===== config.mk =====
export PLATFORM = sky130hd
export DESIGN_NAME = alu_mul_seq_flat
export DESIGN_NICKNAME = d
export VERILOG_FILES = /design/src/rtl/alu_mul_seq_if.sv /design/src/rtl/alu_mul_seq.sv /design/src/flat_wrapper.sv
export SDC_FILE = /design/constraint.sdc
export NUM_CORES = 1
export LEC_CHECK = 0
export BUFFER_PORTS_ARGS = -buffer_cell sky130_fd_sc_hd__buf_4
export CORE_ASPECT_RATIO = 0.9
export CORE_MARGIN = 2
export CORE_UTILIZATION = 25
export CTS_CLUSTER_DIAMETER = 30
export DETAILED_ROUTE_END_ITERATION = 10
export GPL_ROUTABILITY_DRIVEN = 0
export GPL_TIMING_DRIVEN = 1
export PLACE_DENSITY = 0.47
export REMOVE_ABC_BUFFERS = 1
export SETUP_SLACK_MARGIN = 0.5
export SLEW_MARGIN = 20
export SYNTH_ARGS = -nofsm -noshare
export SYNTH_HDL_FRONTEND = slang
export SYNTH_SLANG_ARGS = --single-unit

===== constraint.sdc =====
create_clock -name clk -period 4.4 [get_ports clk]
set_input_delay 0.22 -clock clk [delete_from_list [all_inputs] [get_ports clk]]
set_output_delay 0.22 -clock clk [all_outputs]
set_load 0.05 [all_outputs]

===== src/rtl/alu_mul_seq_if.sv =====
// Handshake and ALU-sharing bundle between the multicycle control unit / main ALU
// (master) and the shift-add multiplier sequencer (slave).
interface alu_mul_seq_if #(
    parameter int word_size = 32
);
    logic                 start;
    logic [word_size-1:0] op_a;
    logic [word_size-1:0] op_b;
    logic                 busy;
    logic                 done;
    logic [word_size-1:0] product;
    logic [word_size-1:0] alu_srcA;
    logic [word_size-1:0] alu_srcB;
    logic [3:0]           alu_sel;
    logic [word_size-1:0] alu_result;

    modport master (
        output start, op_a, op_b, alu_result,
        input  busy, done, product, alu_srcA, alu_srcB, alu_sel
    );

    modport slave (
        input  start, op_a, op_b, alu_result,
        output busy, done, product, alu_srcA, alu_srcB, alu_sel
    );
endinterface


===== src/rtl/alu_mul_seq.sv =====
// Iterative unsigned shift-add multiplier that borrows the shared main ALU for its adds.
// Optional macro ALU_MUL_SEQ_EARLY_EXIT_EN stops iterating once no multiplier bits remain.
module alu_mul_seq #(
    parameter int word_size = 32,
    parameter int cnt_w     = 6
) (
    input  logic         clk,
    input  logic         rst,
    alu_mul_seq_if.slave bus
);
    // state | meaning
    // IDLE  | waiting for start; ALU select parked at 4'h0
    // RUN   | one shift-add iteration per edge through the shared ALU
    typedef enum logic {S_IDLE, S_RUN} state_t;

    localparam logic [cnt_w-1:0] LAST_CNT = cnt_w'(word_size - 1);

    state_t               r_state;
    logic                 r_busy;
    logic                 r_done;
    logic [word_size-1:0] r_product;
    logic [word_size-1:0] r_acc;
    logic [word_size-1:0] r_m;
    logic [word_size-1:0] r_q;
    logic [cnt_w-1:0]     r_count;

    logic [word_size-1:0] w_acc_next;
    logic                 w_last;

    assign w_acc_next = r_q[0] ? bus.alu_result : r_acc;

`ifdef ALU_MUL_SEQ_EARLY_EXIT_EN
    assign w_last = (r_count == LAST_CNT) || ((r_q >> 1) == '0);
`else
    assign w_last = (r_count == LAST_CNT);
`endif

    always_ff @(posedge clk or posedge rst) begin
        if (rst) begin
            r_state   <= S_IDLE;
            r_busy    <= 1'b0;
            r_done    <= 1'b0;
            r_product <= '0;
            r_acc     <= '0;
            r_m       <= '0;
            r_q       <= '0;
            r_count   <= '0;
        end else begin
            r_done <= 1'b0;
            case (r_state)
                S_IDLE: begin
                    if (bus.start) begin
                        r_m     <= bus.op_a;
                        r_q     <= bus.op_b;
                        r_acc   <= '0;
                        r_count <= '0;
                        r_busy  <= 1'b1;
                        r_state <= S_RUN;
                    end
                end
                S_RUN: begin
                    r_acc   <= w_acc_next;
                    r_m     <= r_m << 1;
                    r_q     <= r_q >> 1;
                    r_count <= r_count + 1'b1;
                    if (w_last) begin
                        r_product <= w_acc_next;
                        r_done    <= 1'b1;
                        r_busy    <= 1'b0;
                        r_state   <= S_IDLE;
                    end
                end
                default: r_state <= S_IDLE;
            endcase
        end
    end

    assign bus.busy     = r_busy;
    assign bus.done     = r_done;
    assign bus.product  = r_product;
    assign bus.alu_srcA = r_acc;
    assign bus.alu_srcB = (r_state == S_RUN) ? r_m : '0;
    assign bus.alu_sel  = (r_state == S_RUN) ? 4'h2 : 4'h0;
endmodule


===== src/flat_wrapper.sv =====
// flat-port wrapper written by rule: the top's interface ports become plain ports
module alu_mul_seq_flat 
#(
    parameter int word_size = 32,
    parameter int cnt_w     = 6
)
  (clk, rst, bus_start, bus_op_a, bus_op_b, bus_alu_result, bus_busy, bus_done, bus_product, bus_alu_srcA, bus_alu_srcB, bus_alu_sel);
  alu_mul_seq_if #(.word_size(word_size)) bus_i ();
  input  logic clk;
  input  logic rst;
  input wire logic [$bits(bus_i.start)-1:0] bus_start;
  input wire logic [$bits(bus_i.op_a)-1:0] bus_op_a;
  input wire logic [$bits(bus_i.op_b)-1:0] bus_op_b;
  input wire logic [$bits(bus_i.alu_result)-1:0] bus_alu_result;
  output wire logic [$bits(bus_i.busy)-1:0] bus_busy;
  output wire logic [$bits(bus_i.done)-1:0] bus_done;
  output wire logic [$bits(bus_i.product)-1:0] bus_product;
  output wire logic [$bits(bus_i.alu_srcA)-1:0] bus_alu_srcA;
  output wire logic [$bits(bus_i.alu_srcB)-1:0] bus_alu_srcB;
  output wire logic [$bits(bus_i.alu_sel)-1:0] bus_alu_sel;
  assign bus_i.start = bus_start;
  assign bus_i.op_a = bus_op_a;
  assign bus_i.op_b = bus_op_b;
  assign bus_i.alu_result = bus_alu_result;
  assign bus_busy = bus_i.busy;
  assign bus_done = bus_i.done;
  assign bus_product = bus_i.product;
  assign bus_alu_srcA = bus_i.alu_srcA;
  assign bus_alu_srcB = bus_i.alu_srcB;
  assign bus_alu_sel = bus_i.alu_sel;
  alu_mul_seq #(.word_size(word_size), .cnt_w(cnt_w)) u_core (.clk(clk), .rst(rst), .bus(bus_i));
endmodule

======== Word level (Yosys, flattened, before mapping) ========
Index checks and enable logic that the tools add are counted.
storage, ports and cells
  bits in registers ....................... 137
  input port bits ......................... 99
  output and inout bits ................... 102
  logic and storage cells ................. 34
cells by class
  add/sub/neg operators ................... 1
  equal/unequal tests ..................... 3
  muxes and demuxes ....................... 19
  bitwise operators ....................... 1
  reduce and logical (&&, ||, !) cells .... 2
operator list
  cell                 count
  $pmux 32 s2          3
  $mux 32              5
  $pmux 6 s2           1
  $add 6x1->6 const B  1
  $eq 6x5->1 const B   1
  $mux 1               6
  $mux 6               1
  $ne 2x2->1 const B   2
  $pmux 1 s2           2
  $reduce_and 2->1     2
  $mux 2               1
  $not 1->1            1

======== Logic depth before layout (Yosys ltp) ========
  word-level depth ........................ 3
  mapped depth ............................ 6
  mapped depth without buffers ............ 4

======== Worst setup path before layout ========
No wires, ideal clock.
  kind .................................... reg-to-output
  start ................................... register u_core.r_state
  end ..................................... output bus_alu_srcB[31]
  data arrival time ....................... 1.394 ns
  data required time ...................... 4.180 ns
  setup slack ............................. 2.786 ns
  stages on the path, launching flop included .. 5
  path buffers ............................ 3
  cell sequence ........................... dfrtp_1 > buf_4 > buf_2 > buf_2 > and2_1
between the ends
  word-level cells in the longest chain between the ends .. 1
ends and longest elaborated chain
  what                      RTL line            text
  start: declaration        alu_mul_seq.sv:18   state_t r_state;
  start signal: assignment  alu_mul_seq.sv:40   r_state <= S_IDLE;
  start signal: assignment  alu_mul_seq.sv:58   r_state <= S_RUN;
  start signal: assignment  alu_mul_seq.sv:70   r_state <= S_IDLE;
  $mux 32                   alu_mul_seq.sv:82   assign bus.alu_srcB = (r_state == S_RUN) ? r_m : '0;
  end: declaration          flat_wrapper.sv:19  output wire logic [$bits(bus_i.alu_srcB)-1:0] bus_alu_srcB;
No other way between the ends.

======== Final worst setup path ========
  start ................................... register u_core.r_state
  end ..................................... output bus_alu_srcB[25]
Same word-level chain as after synthesis.

==> metrics.md <==
| Metric | Value |
|---|---|
| Outcome | `finished with violations` |
| Failing checks | `hold timing` |
| Sequential fraction of the synthesis area | `0.544` |
| Maximum VDD drop | `0.000262 V` |
| WP buf/inv | `2` |
| Final nets | `780` |
| Post-CTS Setup Inserts | `0` |
| DRT iter0 DRCs | `around 120` |
| Final ANT Viol Nets | `0` |
| Largest net degree at the start of global routing | `85` |
| Reg power frac | `0.331` |
| First-pass GRT wire length | `25.7 mm` |
| Share of the synthesized area in the top cell type | `0.544` |
| Synthesized flop and latch total | `137` |
| Routed via count | `~4,400` |
| Total Routed Length | `16.4 mm` |
| Total power after layout | `6.04 mW` |
| CP required | `around 4.2 ns` |
| GRT overflow | `0` |
| FF-to-FF path depth | `4` |
| Sw Share | `0.432` |
| Max clock buf depth | `2` |
| Clock power frac | `0.223` |
| Most frequent cell after synthesis | `dfrtp_1` |
| I/O pin total | `201` |
| CTS sink count | `137` |
| Cell Area, Synth | `6300 um2` |
| Crit-path most repeated cell | `buf_4` |
| Placed inst area | `about 8000 um2` |
| Async set-reset flop share out of synthesis | `1.00` |
| Crit share post-route | `0.596` |
| EDFF count, synth | `0` |
| CP Class | `reg2out` |
| Pwr Density | `between 700 and 800 nW/um2` |
| Critical path arrival | `approximately 2.4 ns` |
| Worst slew pin tran | `around 0.80 ns` |
| Clk slew on worst S/H paths | `around 0.070 ns` |
| Fmax | `approximately 380 MHz` |
| Synth-to-layout area growth | `35.6%` |
| R2R setup slack | `~2.1 ns` |
| Syn avg cell area | `12.7 um2` |
| CP Launch Type | `flip-flop` |
| TritonCTS Buffers | `17` |
| Layout cells sized above 1 | `0.436` |
| Synth Flop Type | `dfrtp_1` |
| Overall routing resource usage | `0.126` |
| CTS root buffer | `clkbuf_16` |
| Worst hold margin | `-0.0264 ns` |
| Fin. Hold Viols | `47` |
| Slew Limit Fails | `0` |
| Crit-path max cell delay | `around 0.87 ns` |
| Initial Utilization | `0.252` |
| Finished Layout Cells | `1,035` |
| Critical-path cell list | `buf_4 > and2_1 > buf_4` |
| Clock Skew | `0.0150 ns` |
| Crit-path slowest cell | `dfrtp_4` |
| Initial antenna violation count | `0` |
| Final instance area | `~8500 um2` |
| Initial DRT Pass Iterations | `4` |
| Crit path time final | `approximately 2.6 ns` |
| RSZ-0062 raised after global routing | `no` |
| CP Capture Point | `bus_alu_srcB[25]` |
| Die X | `171 um` |
| Crit path from | `u_core.r_state$_DFF_PP0_` |
| Row count | `55` |
| Hold-fix buffers, CTS | `0` |
| Critical path depth | `3` |
| Top cell family by delay on the critical path | `flip-flops` |
| Yosys Warn Count | `0` |
| Fill cells | `approximately 2,500` |
| Post-route setup slack | `roughly 1.8 ns` |
| Reg2reg end | `u_core.bus.alu_srcA[23]$_DFFE_PP0P_` |
| Post-synth top area cell | `dfrtp_1` |
| Setup TNS | `0 ns` |
| Switching pwr | `approximately 2.6 mW` |
| Post-CTS resize count | `0` |
| Cell-internal power | `~3.4 mW` |
| Antenna Cells | `0` |
| Core area | `roughly 25,000 um2` |
| Placed Cells | `1,003` |
| CP max FO | `74` |
| Worst-Skew Late Latency | `approximately 0.42 ns` |
| Pleak | `about 4.3 nW` |
| Area of the die | `26,500 um2` |
| HPWL Detailed | `~11 mm` |
| Drt via density | `4.28` |
| Synth top cells by count | `dfrtp_1, mux2i_1, mux2_2` |
| Max-slew headroom | `0.469` |
| Vias in the first global route | `4,644` |
| Hold Crit Class | `in2async` |
| Max Cap Viol | `0` |
| Launching point of the worst reg2reg path | `u_core.r_state$_DFF_PP0_` |
| Top post-synthesis cells by area | `dfrtp_1, mux2_2, mux2i_1, a22o_1, o21bai_1` |
| Mapped Cells | `497` |
| Comb pwr share | `0.446` |
| # DRC | `0` |
| Wire length per cell | `15.9 um` |
| Worst slack at placement | `~2.1 ns` |
| CTS tree | `yes` |
| CTS H-tree lvls | `4` |
| # port buffers | `slightly below 200` |
| Final core occ | `0.342` |
| Chip Height | `155 um` |
| Number of distinct library cells after synthesis | `32` |
| CP endpoint kind | `output pin` |
| # setup viols final | `0` |
==> flip-flops by register name, indices dropped and copies added (netlist names) <==
signal	cells
u_core.bus.product	32
u_core.bus.busy	1
u_core.r_count	6
u_core.r_m	32
u_core.bus.alu_srcA	32
u_core.bus.done	1
u_core.r_state	1
u_core.r_q	32
==> power by group through the flow <==
stage	Sequential, mW	Combinational, mW	Clock (mW)
2_1_floorplan	2.73	1.12	0
3_3_place_gp	2.00	2.69	0
3_5_place_dp	2.02	2.73	0
4_1_cts	2.00	2.73	1.39
5_1_grt	2.06	2.85	1.46
6_report	2.00	2.70	1.35
==> cell type report <==
type                            instances  area [um2]  area share
Sequential cell                       137        3430       0.402
Timing Repair Buffer                  203        1520       0.178
Tap cell                              342         428      0.0501
Clock buffer                           19         443      0.0519
Multi-Input combinational cell        320        2600       0.304
Inverter                                1        8.76     0.00103
Clock inverter                         13         110      0.0129
==> cell families (layout without fill, tap and decap cells) <==
logic type      Yosys count  count (layout)  synth area share
xor+xnor                  2               2           0.00278
flops                   137             137             0.544
other cells               1               3          0.000595
fa+ha+maj                 1               1           0.00199
compound gates          100             100             0.112
mux                     129             129             0.219
simple gates             85              85            0.0741
buf+inv                  42             236            0.0451
==> layout by cell type, fill, tap and decap left out, drive strengths merged, types with 2 or more instances in the layout <==
| master | netlist | final |
|---|---|---|
| clkbuf | 4 | 19 |
| nor2 | 8 | 8 |
| o21bai | 31 | 31 |
| a22o | 32 | 32 |
| and2 | 33 | 33 |
| mux2 | 64 | 64 |
| nand2b | 4 | 4 |
| nand3 | 2 | 2 |
| nand2 | 34 | 34 |
| o21ai | 34 | 34 |
| dfrtp | 137 | 137 |
| buf | 37 | 203 |
| clkinvlp | 0 | 2 |
| mux2i | 65 | 65 |
| conb | 1 | 3 |
| clkinv | 0 | 5 |
| inv | 1 | 7 |
==> metal layers <==
layer  track usage  vias to the layer above  wire (um)
li1              -                     2126          -
met1         0.156                     2196       7210
met2         0.215                       96       8290
met3        0.0302                       12        650
met4        0.0452                        0        280
met5             0                        -          0
==> worst min-delay path by stage <==
stage	startpoint	to	slack, ns
2_1_floorplan	bus_start	u_core.r_count[1]$_DFFE_PP0P_	0.33
3_3_place_gp	rst	u_core.bus.product[11]$_DFFE_PP0P_	0.43
3_5_place_dp	rst	u_core.bus.alu_srcA[8]$_DFFE_PP0P_	0.46
4_1_cts	rst	u_core.bus.product[19]$_DFFE_PP0P_	0.002
5_1_grt	rst	u_core.bus.alu_srcA[2]$_DFFE_PP0P_	0.02
6_report	rst	u_core.bus.product[11]$_DFFE_PP0P_	-0.03
Power figures use the tool's default switching activity.
